## config.mk

```make
export PLATFORM = sky130hd
export DESIGN_NAME = xor_and_sched_flat
export DESIGN_NICKNAME = d
export VERILOG_FILES = /design/src/rtl/xor_and_sched_if.sv /design/src/rtl/xor_and_sched.sv /design/src/flat_wrapper.sv
export SDC_FILE = /design/constraint.sdc
export NUM_CORES = 1
export LEC_CHECK = 0
export CORE_ASPECT_RATIO = 0.6
export CORE_MARGIN = 2
export CORE_UTILIZATION = 39
export CTS_CLUSTER_DIAMETER = 60
export DETAILED_ROUTE_END_ITERATION = 8
export GPL_ROUTABILITY_DRIVEN = 0
export PLACE_DENSITY = 0.84
export REMOVE_ABC_BUFFERS = 1
export SLEW_MARGIN = 20
export SYNTH_ARGS = -nofsm -noshare
export SYNTH_HDL_FRONTEND = slang
export SYNTH_SLANG_ARGS = --single-unit
```

## constraint.sdc

```tcl
create_clock -name clk -period 2.8 [get_ports clk]
set_input_delay 0.56 -clock clk [delete_from_list [all_inputs] [get_ports clk]]
set_output_delay 0.56 -clock clk [all_outputs]
set_load 0.1 [all_outputs]
```

## src/rtl/xor_and_sched_if.sv

```systemverilog
// Requester/consumer bundle for xor_and_sched: two operand-pair requesters
// and one tagged result channel, all valid/ready.
interface xor_and_sched_if #(
  parameter int unsigned WIDTH = 8
) ();

  logic             req0_valid;
  logic             req0_ready;
  logic [WIDTH-1:0] req0_a;
  logic [WIDTH-1:0] req0_b;

  logic             req1_valid;
  logic             req1_ready;
  logic [WIDTH-1:0] req1_a;
  logic [WIDTH-1:0] req1_b;

  logic             res_valid;
  logic             res_ready;
  logic [WIDTH-1:0] res_data;
  logic             res_id;
  logic             res_op;

  // Requesters and result consumer
  modport master (
    output req0_valid, req0_a, req0_b,
    output req1_valid, req1_a, req1_b,
    output res_ready,
    input  req0_ready, req1_ready,
    input  res_valid, res_data, res_id, res_op
  );

  // Shared logic unit
  modport slave (
    input  req0_valid, req0_a, req0_b,
    input  req1_valid, req1_a, req1_b,
    input  res_ready,
    output req0_ready, req1_ready,
    output res_valid, res_data, res_id, res_op
  );

endinterface

```

## src/rtl/xor_and_sched.sv

```systemverilog
// Shared registered XOR/AND unit for two requesters: round-robin arbitration,
// per-requester op history (XOR after a zero result, AND otherwise).
module xor_and_sched #(
  parameter int unsigned WIDTH = 8
) (
  input  logic            clk,
  input  logic            rst,
  xor_and_sched_if.slave  bus
);

  typedef enum logic {
    ST_EMPTY = 1'b0,
    ST_FULL  = 1'b1
  } state_e;

  state_e           state_q,    state_d;
  logic [WIDTH-1:0] res_data_q, res_data_d;
  logic             res_id_q,   res_id_d;
  logic             res_op_q,   res_op_d;
  logic             hist0_q,    hist0_d;
  logic             hist1_q,    hist1_d;
  logic             rr_last_q,  rr_last_d;

  logic             can_accept_c;
  logic             any_valid_c;
  logic             accept_c;
  logic             win_id_c;
  logic             win_op_c;
  logic [WIDTH-1:0] win_a_c;
  logic [WIDTH-1:0] win_b_c;
  logic [WIDTH-1:0] result_c;

  // Arbitration: a lone requester wins; on contention the one not served last wins
  always_comb begin
    win_id_c = 1'b0;
    if (bus.req0_valid && bus.req1_valid) begin
      win_id_c = ~rr_last_q;
    end else if (bus.req1_valid) begin
      win_id_c = 1'b1;
    end
  end

  assign any_valid_c  = bus.req0_valid | bus.req1_valid;
  assign can_accept_c = ((state_q == ST_EMPTY) | bus.res_ready) & ~rst;
  assign accept_c     = can_accept_c & any_valid_c;

  // Operand mux and shared logic unit
  always_comb begin
    win_a_c  = bus.req0_a;
    win_b_c  = bus.req0_b;
    win_op_c = hist0_q;
    if (win_id_c) begin
      win_a_c  = bus.req1_a;
      win_b_c  = bus.req1_b;
      win_op_c = hist1_q;
    end
    result_c = win_op_c ? (win_a_c & win_b_c) : (win_a_c ^ win_b_c);
  end

  // Output stage FSM, result payload, history and round-robin pointer
  always_comb begin
    state_d    = state_q;
    res_data_d = res_data_q;
    res_id_d   = res_id_q;
    res_op_d   = res_op_q;
    hist0_d    = hist0_q;
    hist1_d    = hist1_q;
    rr_last_d  = rr_last_q;

    if (accept_c) begin
      state_d    = ST_FULL;
      res_data_d = result_c;
      res_id_d   = win_id_c;
      res_op_d   = win_op_c;
      rr_last_d  = win_id_c;
      // History follows the issued result so back-to-back issues chain
      if (win_id_c) begin
        hist1_d = |result_c;
      end else begin
        hist0_d = |result_c;
      end
    end else if (state_q == ST_FULL && bus.res_ready) begin
      state_d = ST_EMPTY;
    end
  end

  always_ff @(posedge clk) begin
    if (rst) begin
      state_q    <= ST_EMPTY;
      res_data_q <= '0;
      res_id_q   <= 1'b0;
      res_op_q   <= 1'b0;
      hist0_q    <= 1'b0;
      hist1_q    <= 1'b0;
      rr_last_q  <= 1'b1;
    end else begin
      state_q    <= state_d;
      res_data_q <= res_data_d;
      res_id_q   <= res_id_d;
      res_op_q   <= res_op_d;
      hist0_q    <= hist0_d;
      hist1_q    <= hist1_d;
      rr_last_q  <= rr_last_d;
    end
  end

  assign bus.req0_ready = accept_c & ~win_id_c;
  assign bus.req1_ready = accept_c &  win_id_c;
  assign bus.res_valid  = (state_q == ST_FULL);
  assign bus.res_data   = res_data_q;
  assign bus.res_id     = res_id_q;
  assign bus.res_op     = res_op_q;

endmodule

```

## src/flat_wrapper.sv

```systemverilog
// flat-port wrapper written by rule: the top's interface ports become plain ports
module xor_and_sched_flat 
#(
  parameter int unsigned WIDTH = 8
)
  (clk, rst, bus_req0_valid, bus_req0_a, bus_req0_b, bus_req1_valid, bus_req1_a, bus_req1_b, bus_res_ready, bus_req0_ready, bus_req1_ready, bus_res_valid, bus_res_data, bus_res_id, bus_res_op);
  xor_and_sched_if #(.WIDTH(WIDTH)) bus_i ();
  input  logic clk;
  input  logic rst;
  input wire logic [$bits(bus_i.req0_valid)-1:0] bus_req0_valid;
  input wire logic [$bits(bus_i.req0_a)-1:0] bus_req0_a;
  input wire logic [$bits(bus_i.req0_b)-1:0] bus_req0_b;
  input wire logic [$bits(bus_i.req1_valid)-1:0] bus_req1_valid;
  input wire logic [$bits(bus_i.req1_a)-1:0] bus_req1_a;
  input wire logic [$bits(bus_i.req1_b)-1:0] bus_req1_b;
  input wire logic [$bits(bus_i.res_ready)-1:0] bus_res_ready;
  output wire logic [$bits(bus_i.req0_ready)-1:0] bus_req0_ready;
  output wire logic [$bits(bus_i.req1_ready)-1:0] bus_req1_ready;
  output wire logic [$bits(bus_i.res_valid)-1:0] bus_res_valid;
  output wire logic [$bits(bus_i.res_data)-1:0] bus_res_data;
  output wire logic [$bits(bus_i.res_id)-1:0] bus_res_id;
  output wire logic [$bits(bus_i.res_op)-1:0] bus_res_op;
  assign bus_i.req0_valid = bus_req0_valid;
  assign bus_i.req0_a = bus_req0_a;
  assign bus_i.req0_b = bus_req0_b;
  assign bus_i.req1_valid = bus_req1_valid;
  assign bus_i.req1_a = bus_req1_a;
  assign bus_i.req1_b = bus_req1_b;
  assign bus_i.res_ready = bus_res_ready;
  assign bus_req0_ready = bus_i.req0_ready;
  assign bus_req1_ready = bus_i.req1_ready;
  assign bus_res_valid = bus_i.res_valid;
  assign bus_res_data = bus_i.res_data;
  assign bus_res_id = bus_i.res_id;
  assign bus_res_op = bus_i.res_op;
  xor_and_sched #(.WIDTH(WIDTH)) u_core (.clk(clk), .rst(rst), .bus(bus_i));
endmodule
```

# ---- Word-level counts from Yosys, hierarchy flattened
# Cells that the tools add are included.
dict set report word_totals {
  out_inout_bits 13
  elab_cells 33
  regBits 14
}
dict set report op_classes {
  bitwise 12
  n_reduce_logical 6
  n_mux 8
}
# cell n
set ops {}
lappend ops {{8-bit two-way mux} 3}
lappend ops {{8-bit AND} 1}
lappend ops {{8-bit OR reduction} 1}
lappend ops {{8-bit bitwise XOR} 1}
lappend ops {{1-bit two-way mux} 5}
lappend ops {{1-bit AND} 4}
lappend ops {{1-bit inverter} 4}
lappend ops {{2-bit AND reduction} 2}
lappend ops {{1-bit logical AND} 2}
lappend ops {{1-bit bitwise OR} 2}
lappend ops {{2-bit nonzero test} 1}

# ---- Depth between registers and ports, before layout
# Gate-level depths: netlist of run 1.
dict set report logic_depth {
  depth_word 6
  depth_mapped 8
  depth_no_buf 7
}

# ---- Worst setup path after synthesis of run 1
# No wires, ideal clock.
dict set report synth_path {
  path_type {register to output}
  from {register u_core.state_q (netlist: u_core.bus.res_valid)}
  to {output port bus_req0_ready}
  path_stages_with_launch 3
  t_arrival_ns 3.141
  path_slack_ns -0.901
  cell_sequence {dfxtp_1 -> nor2b_1 -> nor3_1}
}
dict set report synth_between {
  elab_chain_len 5
}
# element line
set synth_lines {}
lappend synth_lines {{from (decl)} xor_and_sched.sv:16} ;# state_e state_q, state_d;
lappend synth_lines {{from (signal assigned)} xor_and_sched.sv:97} ;# state_q <= state_d;
lappend synth_lines {{1-bit inverter} xor_and_sched.sv:44} ;# assign can_accept_c = ((state_q == ST_EMPTY) | bus.res_ready) & ~rst;
lappend synth_lines {{1-bit bitwise OR} xor_and_sched.sv:44}
lappend synth_lines {{1-bit AND} xor_and_sched.sv:44}
lappend synth_lines {{1-bit AND} xor_and_sched.sv:45} ;# assign accept_c = can_accept_c & any_valid_c;
lappend synth_lines {{1-bit AND} xor_and_sched.sv:107} ;# assign bus.req0_ready = accept_c & ~win_id_c;
lappend synth_lines {{to (decl)} flat_wrapper.sv:17} ;# output wire logic [$bits(bus_i.req0_ready)-1:0] bus_req0_ready;
# No other way between the ends.

# ---- Worst setup path after layout of run 1
dict set report layout_path {
  from {input port bus_req1_valid}
  to {register u_core.hist0_q}
}
dict set report layout_between {
  elab_chain_len 6
  word_cells_on_any_way 14
}
# element line
set layout_lines {}
lappend layout_lines {{from (decl)} flat_wrapper.sv:13} ;# input wire logic [$bits(bus_i.req1_valid)-1:0] bus_req1_valid;
lappend layout_lines {{1-bit two-way mux / 1-bit logical AND (equally long branches)} {xor_and_sched.sv:38, xor_and_sched.sv:36}}
lappend layout_lines {{1-bit two-way mux} xor_and_sched.sv:36} ;# if (bus.req0_valid && bus.req1_valid) begin
lappend layout_lines {{8-bit two-way mux} xor_and_sched.sv:52} ;# if (win_id_c) begin
lappend layout_lines {{8-bit bitwise XOR / 8-bit AND (equally long branches)} xor_and_sched.sv:57} ;# result_c = win_op_c ? (win_a_c & win_b_c) : (win_a_c ^ win_b_c);
lappend layout_lines {{8-bit two-way mux} xor_and_sched.sv:57}
lappend layout_lines {{8-bit OR reduction} xor_and_sched.sv:80} ;# hist0_d = |result_c;
lappend layout_lines {{to (signal assigned)} xor_and_sched.sv:101} ;# hist0_q <= hist0_d;
lappend layout_lines {{to (decl)} xor_and_sched.sv:20} ;# logic hist0_q, hist0_d;
# Several ways; a longest one is shown, not always the timed one.
# A chain may end at the register's enable or synchronous reset.

==> impl_summary.log, run 1 <==
INFO  metric run_status = finished clean
INFO  metric yosys_warnings = 0
INFO  metric slew_headroom = 62.4%
INFO  metric post_synthesis_cells = 97
INFO  metric die_w = 67.5 µm
INFO  metric timing.critical_path.slowest_cell_delay = 490 ps
INFO  metric post_detailed_route_wirelength_per_cell = 13.5 µm
INFO  metric fill_cells = 180
INFO  metric final.min_clock_period = 2650 ps
INFO  metric detailed_place_hpwl = 2080 µm
INFO  metric area_overhead_of_the_layout_relative_to_synthesis = 63.0%
INFO  metric ys_async_sr_fraction = 0%
INFO  metric cts_hold_buf = 0
INFO  metric post-route-period-util = 94.8%
INFO  metric final_antenna_net_count = 0
INFO  metric cts.reportedPaths.clkPinSlew = 50 ps
INFO  metric final.setup.tns = 0 ps
INFO  metric power.density = 527 nW/µm²
INFO  metric final-seq-area = 280 µm²
INFO  metric synth_top_flop_cell = sky130_fd_sc_hd__dfxtp_1
INFO  metric grt_antenna_before_repair = 0
INFO  metric drt-vias-per-instance = 5.09
INFO  metric synth-seq-cells = 14
INFO  metric critical_path_arrival = 2760 ps
INFO  metric h-tree-depth = 1
INFO  metric clock_tree.buffer_depth = 2
INFO  metric crit_path_start_kind = input port
INFO  metric fin_util = 69.0%
INFO  metric synth-edff-count = 0
INFO  metric place.port_buffers = 49
INFO  metric post_route_cells_drive_above_1_share = 26.7%
INFO  metric grt_pass1_vias = 886
INFO  metric cts.root.buffer_cell = sky130_fd_sc_hd__clkbuf_8
INFO  metric cell_with_the_most_instances_after_synthesis = sky130_fd_sc_hd__mux2_2
INFO  metric max_slew.worst_pin.slew = 559 ps
INFO  metric ir_worst_vdd = 0.000403 V
INFO  metric start_util = 42.3%
INFO  metric final_area = 1540 µm²
INFO  metric path_common_cell = sky130_fd_sc_hd__mux2i_1
INFO  metric die_height = 42.1 µm
INFO  metric ys_top_cells_by_count = sky130_fd_sc_hd__mux2_2 (16), sky130_fd_sc_hd__dfxtp_1 (14), sky130_fd_sc_hd__mux2i_1 (12)
INFO  metric wl = 2440 µm
INFO  metric core_area = 2230 µm²
INFO  metric routed-via-count = 916
INFO  metric post_synth_main_area_contributors = sky130_fd_sc_hd__dfxtp_1 (30%), sky130_fd_sc_hd__mux2_2 (19%), sky130_fd_sc_hd__mux2i_1 (13%)
INFO  metric multiInputGateArea = 627 µm²
INFO  metric tritoncts_sinks = 14
INFO  metric instances_no_fill = 180
INFO  metric overall_overflow_remaining_after_global_route = 0
INFO  metric setup_viol_count_final = 0
INFO  metric dp.cells = 177
INFO  metric yosysSeqAreaShare = 29.7%
INFO  metric antenna_diode_instance_count = 0
INFO  metric placed_cell_area = 1500 µm²
INFO  metric timing.critical_path.required = 2910 ps
INFO  metric latest_clock_arrival_within_the_worst_skew_pair = 240 ps
INFO  metric critical_path_class = input port to register
INFO  metric fin_hold_ws = 464 ps
INFO  metric skew = 2.82 ps
INFO  metric drt_pass1_iterations = 4
INFO  metric largest_area_contributor_in_the_netlist = sky130_fd_sc_hd__dfxtp_1
INFO  metric ioPinCount = 50
INFO  metric worstPathCellList = clkdlybuf4s50_1 > a21boi_4 > buf_12 > mux2_2 > ha_1 > nor4_1 > nand2_1 > mux2i_1 > mux2i_1
INFO  metric cts_resized = 0
INFO  metric cts_tree = built
INFO  metric nNetsFinal = 197
INFO  metric drv.max_cap_violation_count = 0
INFO  metric synth_area = 943 µm²
INFO  metric std_cell_rows = 13
INFO  metric combined_global_route_utilization_of_all_metal_layers = 17.3%
INFO  metric detailedRoute.firstIterationViolations = 35
INFO  metric cp_slowest_cell = sky130_fd_sc_hd__clkdlybuf4s50_1
INFO  metric worstHoldPathType = register to register
INFO  metric grt_max_degree = 21
INFO  metric yosysTopAreaCellShare = 29.7%
INFO  metric crit_fanout = 13
INFO  metric grt_first_pass_wirelength = 3750 µm
INFO  metric syn_area_per_cell = 9.73 µm²
INFO  metric synth.distinct_cells = 21
INFO  metric finalMaxSlewViolations = 0
INFO  metric postLayoutSetupSlackWorst = 145 ps
INFO  metric rsz0062_at_grt = no
INFO  metric remaining_drc_errors = 0
INFO  metric finalHoldViolations = 0
INFO  metric achievable-frequency = 377 MHz
INFO  metric die_area = 2840 µm²
INFO  metric crit_path_end_kind = register
INFO  metric report.power.total = 811 µW
INFO  metric cts_buffers = 3
INFO  metric leakage = 0.665 nW
INFO  metric worst_slack_after_detailed_placement = -119 ps
INFO  metric post_cts.repair.setup_buffers = 0
==> metal layers <==
metal / global-route usage [%] / vias to the layer above / share of wire (%)
met1: 21.7 / 419 / 46
li1: - / 465 / -
met5: 0 / - / 0
met2: 29.8 / 30 / 47
met4: 4.90 / 0 / 0.78
met3: 3.23 / 2 / 5.7
==> kinds of logic after synthesis <==
logic type	count (synthesis)	synth area share, %
adder cells (fa/ha/maj)	8	10.6
buffers and inverters	8	3.85
multiplexers	28	31.8
AND/OR/NAND/NOR	25	14.7
flip-flops	14	29.7
AO/OA/AOI/OAI	14	9.28
==> power breakdown <==
part	internal [mW]	switching, mW
Sequential	0.226	0.0153
Combinational	0.153	0.257
Clock	0.0950	0.0650
Total	0.474	0.337
==> placed cells by master (no fill, tap or decap), types with 2 or more instances in the layout <==
master	n
sky130_fd_sc_hd__clkdlybuf4s50_1	36
sky130_fd_sc_hd__nand3_1	10
sky130_fd_sc_hd__nor2_1	3
sky130_fd_sc_hd__dfxtp_1	14
sky130_fd_sc_hd__mux2_2	16
sky130_fd_sc_hd__clkbuf_8	3
sky130_fd_sc_hd__mux2i_1	12
sky130_fd_sc_hd__o21ai_0	10
sky130_fd_sc_hd__buf_12	3
sky130_fd_sc_hd__inv_1	3
sky130_fd_sc_hd__nor4_1	4
sky130_fd_sc_hd__nand2_1	3
sky130_fd_sc_hd__buf_4	16
sky130_fd_sc_hd__ha_1	8
sky130_fd_sc_hd__nor3_1	2
==> cell type report <==
type	count	area share (%)
Clock buffer	3	2.69
Sequential cell	14	18.2
Multi-Input combinational cell	75	40.8
Tap cell	30	2.44
Timing Repair Buffer	55	35.2
Inverter	3	0.732
==> state kept, by name (all words and copies together) (netlist names) <==
name and flops:
u_core.bus.res_data 8, u_core.bus.res_valid 1, u_core.bus.res_id 1, u_core.bus.res_op 1, u_core.hist1_q 1, u_core.rr_last_q 1, u_core.hist0_q 1
==> path summary, 6_finish.rpt <==
kind,to,cells past startpoint,slack (ps),startpoint
max,u_core.hist0_q$_SDFFE_PP0P_,9,150,bus_req1_valid
min,u_core.hist0_q$_SDFFE_PP0P_,2,460,u_core.hist0_q$_SDFFE_PP0P_
max reg2reg,u_core.hist0_q$_SDFFE_PP0P_,8,660,u_core.rr_last_q$_SDFFE_PP1P_
min reg2reg,u_core.hist0_q$_SDFFE_PP0P_,2,460,u_core.hist0_q$_SDFFE_PP0P_
==> worst max-delay path, delay by kind of cell <==
family / cells / cell delay [ps]
buf+inv: 2 / 650
mux: 3 / 580
simple gates: 2 / 450
fa+ha+maj: 1 / 310
compound gates: 1 / 210
Power figures use the tool's default switching activity.
==> inputs of run 2 (changes only) <==
Settings changed: CTS_CLUSTER_SIZE set to 40.
==> results of run 2 <==
Same layout as run 1: the final DEF is identical, and so are final timing and power.
